**config.mk**
```make
export PLATFORM = sky130hd
export DESIGN_NAME = lcd_pixel_src
export DESIGN_NICKNAME = d
export VERILOG_FILES = /design/src/rtl/lcd_pixel_src.sv
export SDC_FILE = /design/constraint.sdc
export NUM_CORES = 1
export LEC_CHECK = 0
export CORE_ASPECT_RATIO = 1.4
export CORE_MARGIN = 2
export CORE_UTILIZATION = 25
export DETAILED_ROUTE_END_ITERATION = 16
export DONT_BUFFER_PORTS = 1
export SYNTH_ARGS = -nofsm -noshare
export SYNTH_HDL_FRONTEND = slang
export SYNTH_SLANG_ARGS = --single-unit
```
**constraint.sdc**
```tcl
create_clock -name clk -period 6.61 [get_ports clk]
set_input_delay 0.9915 -clock clk [delete_from_list [all_inputs] [get_ports clk]]
set_output_delay 0.9915 -clock clk [all_outputs]
set_load 0.01 [all_outputs]
```
**src/rtl/lcd_pixel_src.sv**
```systemverilog
// lcd_pixel_src: framebuffer / test-pattern pixel source aligned to LCD timing
// Ports:
//   clk, rst                      pixel clock, synchronous active-high reset
//   de_in, hsync_in, vsync_in     timing from the generator
//   h_cnt, v_cnt                  1-based active coordinates (0 outside DE)
//   mode_sel, fg_color            0 fb, 1 colour bars, 2 grid, 3 solid fg_color
//   mem_rd, mem_addr, mem_rdata   framebuffer read port, data MEM_LAT clocks after mem_rd
//   lcd_de, lcd_hsync, lcd_vsync  panel timing, delayed MEM_LAT+2 clocks
//   lcd_rgb                       RGB565 aligned with lcd_de, 0 in blanking
//   frame_cnt                     frames started since reset
// Build option: LCD_PIXEL_SRC_SCALE2_EN selects a half-resolution framebuffer shown as 2x2 blocks.
module lcd_pixel_src #(
    parameter int PIXEL_WIDTH  = 480,
    parameter int PIXEL_HEIGHT = 272,
    parameter int MEM_LAT      = 2,
    parameter int ADDR_W       = 17
) (
    input  logic              clk,
    input  logic              rst,
    input  logic              de_in,
    input  logic              hsync_in,
    input  logic              vsync_in,
    input  logic [9:0]        h_cnt,
    input  logic [9:0]        v_cnt,
    input  logic [1:0]        mode_sel,
    input  logic [15:0]       fg_color,
    output logic              mem_rd,
    output logic [ADDR_W-1:0] mem_addr,
    input  logic [15:0]       mem_rdata,
    output logic              lcd_de,
    output logic              lcd_hsync,
    output logic              lcd_vsync,
    output logic [15:0]       lcd_rgb,
    output logic [7:0]        frame_cnt
);
    localparam int LAT = MEM_LAT + 2;
    localparam int BAR = PIXEL_WIDTH / 8;
`ifdef LCD_PIXEL_SRC_SCALE2_EN
    localparam int LINE_STEP = PIXEL_WIDTH / 2;
`else
    localparam int LINE_STEP = PIXEL_WIDTH;
`endif
    // index 8 is the black tail used for remainder pixels
    localparam logic [8:0][15:0] BARS = {16'h0000, 16'h0000, 16'h001F, 16'hF800, 16'hF81F,
                                         16'h07E0, 16'h07FF, 16'hFFE0, 16'hFFFF};

    typedef enum logic {WAIT_SYNC, RUN} state_t;
    state_t state, state_nx;

    logic                      vs_prev, de_prev;
    logic [1:0]                mode;
    logic [ADDR_W-1:0]         line_base, addr_off;
    logic [9:0]                bar_pc, cur_pc, hm1;
    logic [3:0]                bar_idx, cur_idx, vm1;
    logic [LAT-1:0]            hs_sr, vs_sr;
    logic [MEM_LAT:0]          de_sr, fb_sr;
    logic [MEM_LAT:0][15:0]    pat_sr;
    logic                      vs_rise, de_rise, de_fall, de_eff, fb_mode, bar_end, line_step;
    logic [15:0]               grid, pat;
    logic                      unused_ok;

    assign vs_rise   = vsync_in & ~vs_prev;
    assign de_rise   = de_in & ~de_prev;
    assign de_fall   = ~de_in & de_prev;
    assign de_eff    = de_in && state == RUN;
    assign fb_mode   = mode == 2'd0;
    assign hm1       = h_cnt - 10'd1;
    assign vm1       = v_cnt[3:0] - 4'd1;
    assign cur_pc    = de_rise ? 10'd0 : bar_pc;
    assign cur_idx   = de_rise ? 4'd0 : bar_idx;
    assign bar_end   = cur_pc == 10'(BAR - 1);
    assign grid      = (hm1[3:0] == 4'd0 || vm1 == 4'd0) ? 16'hFFFF : 16'h0000;
    assign pat       = mode == 2'd1 ? BARS[cur_idx] : mode == 2'd2 ? grid : fg_color;
    assign lcd_hsync = hs_sr[LAT-1];
    assign lcd_vsync = vs_sr[LAT-1];
    // upper line-count bits and the frame height never reach the datapath
    assign unused_ok = ^{v_cnt[9:4], PIXEL_HEIGHT[0]};

`ifdef LCD_PIXEL_SRC_SCALE2_EN
    logic v_odd;
    assign addr_off  = ADDR_W'(hm1 >> 1);
    assign line_step = de_fall && !v_odd;
`else
    assign addr_off  = ADDR_W'(hm1);
    assign line_step = de_fall;
`endif

    always_comb begin
        state_nx = (state == WAIT_SYNC && vs_rise) ? RUN : state;
    end

    always_ff @(posedge clk) begin
        if (rst) begin
            state     <= WAIT_SYNC;
            vs_prev   <= 1'b0;
            de_prev   <= 1'b0;
            mode      <= 2'd0;
            line_base <= '0;
            frame_cnt <= 8'd0;
            bar_pc    <= 10'd0;
            bar_idx   <= 4'd0;
            hs_sr     <= '0;
            vs_sr     <= '0;
            de_sr     <= '0;
            fb_sr     <= '0;
            pat_sr    <= '0;
            mem_rd    <= 1'b0;
            mem_addr  <= '0;
            lcd_de    <= 1'b0;
            lcd_rgb   <= 16'h0000;
`ifdef LCD_PIXEL_SRC_SCALE2_EN
            v_odd     <= 1'b0;
`endif
        end else begin
            state   <= state_nx;
            vs_prev <= vsync_in;
            de_prev <= de_in;
            hs_sr   <= {hs_sr[LAT-2:0], hsync_in};
            vs_sr   <= {vs_sr[LAT-2:0], vsync_in};
            if (vs_rise) begin
                frame_cnt <= frame_cnt + 8'd1;
                mode      <= mode_sel;
                line_base <= '0;
            end else if (line_step) begin
                line_base <= line_base + ADDR_W'(LINE_STEP);
            end
`ifdef LCD_PIXEL_SRC_SCALE2_EN
            if (de_in) v_odd <= v_cnt[0];
`endif
            // bar counter restarts on every line; index saturates on the black tail
            if (de_in) begin
                bar_pc  <= bar_end ? 10'd0 : cur_pc + 10'd1;
                bar_idx <= (bar_end && cur_idx != 4'd8) ? cur_idx + 4'd1 : cur_idx;
            end
            mem_rd <= de_eff && fb_mode;
            if (de_eff && fb_mode) mem_addr <= line_base + addr_off;
            // pattern and mode flag travel alongside the RAM latency
            de_sr   <= {de_sr[MEM_LAT-1:0], de_eff};
            fb_sr   <= {fb_sr[MEM_LAT-1:0], fb_mode};
            pat_sr  <= {pat_sr[MEM_LAT-1:0], pat};
            lcd_de  <= de_sr[MEM_LAT];
            lcd_rgb <= !de_sr[MEM_LAT] ? 16'h0000 : fb_sr[MEM_LAT] ? mem_rdata : pat_sr[MEM_LAT];
        end
    end
endmodule

```
==> impl_metrics.csv <==
group,metric,value,unit
run_status,status,"finished, final reports clean",
logic_synthesis,netlist_top_cells_area,"dfxtp_1 (51%), nor2b_1 (5.8%), nor2_1 (5.2%), nand2_1 (3.8%), mux2i_1 (3.8%)",
timing,finalHoldViolCount,0,
power_and_ir_drop,p_switching,0.000454,W
setup_path,crit_slowest_cell,"fa_1",
logic_synthesis,syn-mean-instance-area,9.36,um2
timing,final-max-slew-violation-count,0,
final_layout,finalNonFillerCells,831,
global_route,antenna_found_initial,0,
logic_synthesis,yosysSeqAreaShare,51.1,%
global_route,grt_remaining_overflow,0,
route,wire_per_inst,13.2,um
clock_network,clock_path_buffers,2,
power_and_ir_drop,switching_share,24.8,%
placement,gp_congestion,0.772,
setup_path,critical_path_class,"primary input to flop",
die,ios,104,
logic_synthesis,ys_async_sr_fraction,0,%
clock_network,cts_buffers,17,
die,core-area,0.0210,mm2
hold_path,hold_path.class,"flop to flop",
global_route,grt_pass1_wl,18.0,mm
timing,rsz0062_at_grt,"no",
global_route,grt_pass1_vias,3562,
power_and_ir_drop,finalPower,0.00183,W
power_and_ir_drop,ir_drop,122,uV
power_and_ir_drop,pwr-share-comb,4.3,%
run,maxCapViolCount,0,
clock_network,cts_setup_buffers,0,
timing,setup_tns,0,ns
die,fp.dieW,127,um
timing,setup_slack,3.43,ns
logic_synthesis,synth_ff_type,"dfxtp_1",
setup_path,worstPathRequired,6.86,ns
setup_path,cp-end-kind,"flop",
clock_network,clock_latency,0.41,ns
final_layout,areaGrowthSynthToFinish,14.7,%
logic_synthesis,synth_top_cells_by_count,"dfxtp_1 (135), nor2_1 (73), nand2_1 (54), nor2b_1 (49), a21oi_1 (23)",
setup_path,critPathMaxStageDelay,0.44,ns
final_layout,final_layout_size_suffix_gt1_share,8.06,%
setup_path,cp_common_cell,"inv_1",
die,initial_core_util,25.2,%
power_and_ir_drop,power_density,302,mW/mm2
power_and_ir_drop,clkPwrFrac,48.6,%
timing,clock_skew,0.00887,ns
placement,place_ws,2.98,ns
clock_network,clockRootBuffer,"clkbuf_16",
die,die_h,176,um
logic_synthesis,ys_ff_latch,135,
route,drt-total-wl,11.0,mm
logic_synthesis,yosysMostFrequentCell,"dfxtp_1",
power_and_ir_drop,seqPwrFrac,47.2,%
route,drtAntennaViolNets,0,
logic_synthesis,yosysTopAreaCellShare,51.1,%
logic_synthesis,synthesis.nets,639,
die,rows,63,
logic_synthesis,synth_edf_count,0,
clock_network,h-tree-depth,4,
setup_path,cp.arrival,3.43,ns
final_layout,post-route-util,28.9,%
placement,dp_hpwl,7.67,mm
final_layout,n_antenna_cell,0,
global_route,grt_usage,10.3,%
timing,fin_crit,3.18,ns
clock_network,ctsResizeCount,0,
route,viasPerCell,4.46,
global_route,grt_max_degree,108,
clock_network,cts.clk_slew.worst_paths,0.06,ns
power_and_ir_drop,p_leak,2.23,nW
route,first_pass_iters,4,
timing,max_freq,314,MHz
timing,finalSetupViolations,0,
clock_network,ctsHoldBuffers,0,
setup_path,path_cells,"inv_1 > ha_1 > nand2b_1 > or3_1 > nor2_1 > xor2_1 > inv_1 > fa_1 > nor2b_1 > o21bai_1 > a21boi_0 > xnor2_1 > a211oi_1",
route,post-route-drc-count,0,
placement,dp_cells,799,
timing,worst_pin_slew,1.09,ns
logic_synthesis,synth_cells,565,
placement,port_buffers,0,
logic_synthesis,netlist_area,0.00529,mm2
clock_network,cts.sinks,135,
timing,slew-limit-headroom,27.2,%
route,vias,3704,
final_layout,fin_nets,632,
logic_synthesis,yosysTopAreaCell,"dfxtp_1",
die,die-area,0.0224,mm2
logic_synthesis,synth.distinct_cells,50,
clock_network,cts_tree,"yes",
setup_path,crit_path_start_kind,"primary input",
route,drtIter0Drc,237,
timing,fin_crit_sh,48.2,%
logic_synthesis,yosysWarnings,0,
setup_path,critPathMaxFanout,5,
power_and_ir_drop,internal-power,0.00138,W
final_layout,fillers,2188,
sequential cells by signal, indices dropped and copies added (netlist names):
signal     cells
bar_idx        4
bar_pc        10
de_prev        1
de_sr          3
fb_sr          3
frame_cnt      8
hs_sr          4
lcd_de         1
lcd_rgb       16
line_base     12
mem_addr      17
mem_rd         1
mode           2
pat_sr        48
state          1
vs_sr          4
per-layer routing:
layer	vias up	wire length, um	track usage (%)	part of all wire (%)
met4	0	329	6.14	3.0
met3	16	588	3.45	5.4
met5	-	0	0	0
met2	76	5580	17.3	51
li1	1907	-	-	-
met1	1705	4470	11.1	41
critical path: cells and delay by family:
kind,cells,cell delay [ns]
buffers and inverters,2,0.16
AOI/OAI and AO/OA,3,0.41
and+or+nand+nor,4,0.79
xor gates and xnor gates,2,0.41
adders and majority gates,2,0.67
final cells by class:
cell class / count / area [um2] / area share, %
multi-input cells: 390 / 2430 / 40.0
flip-flops and latches: 135 / 2700 / 44.5
inverters: 13 / 48.8 / 0.804
clock buffers: 17 / 425 / 7.01
repair buffers: 1 / 7.51 / 0.124
well taps: 260 / 325 / 5.36
clock inverters: 15 / 130 / 2.14
power by group through the flow:
| stage | clock network, W | logic [W] | registers, W |
|---|---|---|---|
| 6_report | 0.000889 | 0.0000779 | 0.000863 |
| 5_1_grt | 0.000962 | 0.0000898 | 0.000867 |
| 4_1_cts | 0.000919 | 0.0000793 | 0.000864 |
| 3_5_place_dp | 0 | 0.0000790 | 0.000882 |
| 3_3_place_gp | 0 | 0.0000772 | 0.000882 |
| 2_1_floorplan | 0 | 0.0000779 | 0.000875 |
cells by family (layout without fill, tap and decap cells):
kind of cell	Yosys count	count (layout)	synth area share, %
flip-flops	135	135	51.1
buffers and inverters	40	46	3.00
multiplexers	20	20	3.79
adder cells (fa/ha/maj)	15	15	3.69
XOR/XNOR	31	31	5.13
AO/OA/AOI/OAI	86	86	10.3
AND/OR/NAND/NOR	238	238	23.0
placed cells by master, fill, tap and decap left out, drive strengths merged, types with 2 or more instances in the layout:
cell type,n
o21bai,3
nor4b,2
o21ai,16
a211oi,11
nor3b,2
a31o,2
a21o,2
a311oi,3
clkinv,3
nand2,54
xor2,18
and2,4
inv,23
or3,8
a31oi,16
o31ai,4
clkinvlp,2
clkbuf,17
nor4,3
dfxtp,135
and3,6
a32oi,2
nand2b,6
nand4,6
mux2i,20
nor3,7
xnor2,13
ha,14
a21oi,23
nor2b,49
nor2,73
nand3,13
path summary, 6_finish.rpt:
check | startpoint | to | slack (ns) | cells after the start
worst max register to register | de_prev | bar_idx[1] | 4.03 | 8
worst min register to register | fb_sr[1] | fb_sr[2] | 0.43 | 1
worst max-delay path | h_cnt[1] | mem_addr[11] | 3.43 | 13
worst min-delay path | fb_sr[1] | fb_sr[2] | 0.43 | 1
through the flow:
stage / hold slack (ns) / instance area, um2
finish: 0.430 / 6070
global route: 0.442 / 6070
CTS: 0.428 / 6070
detailed placement: 0.420 / 5510
global placement: 0.415 / 5510
floorplan: 0.414 / 5290
No activity file was read; power rests on OpenSTA's default activity.
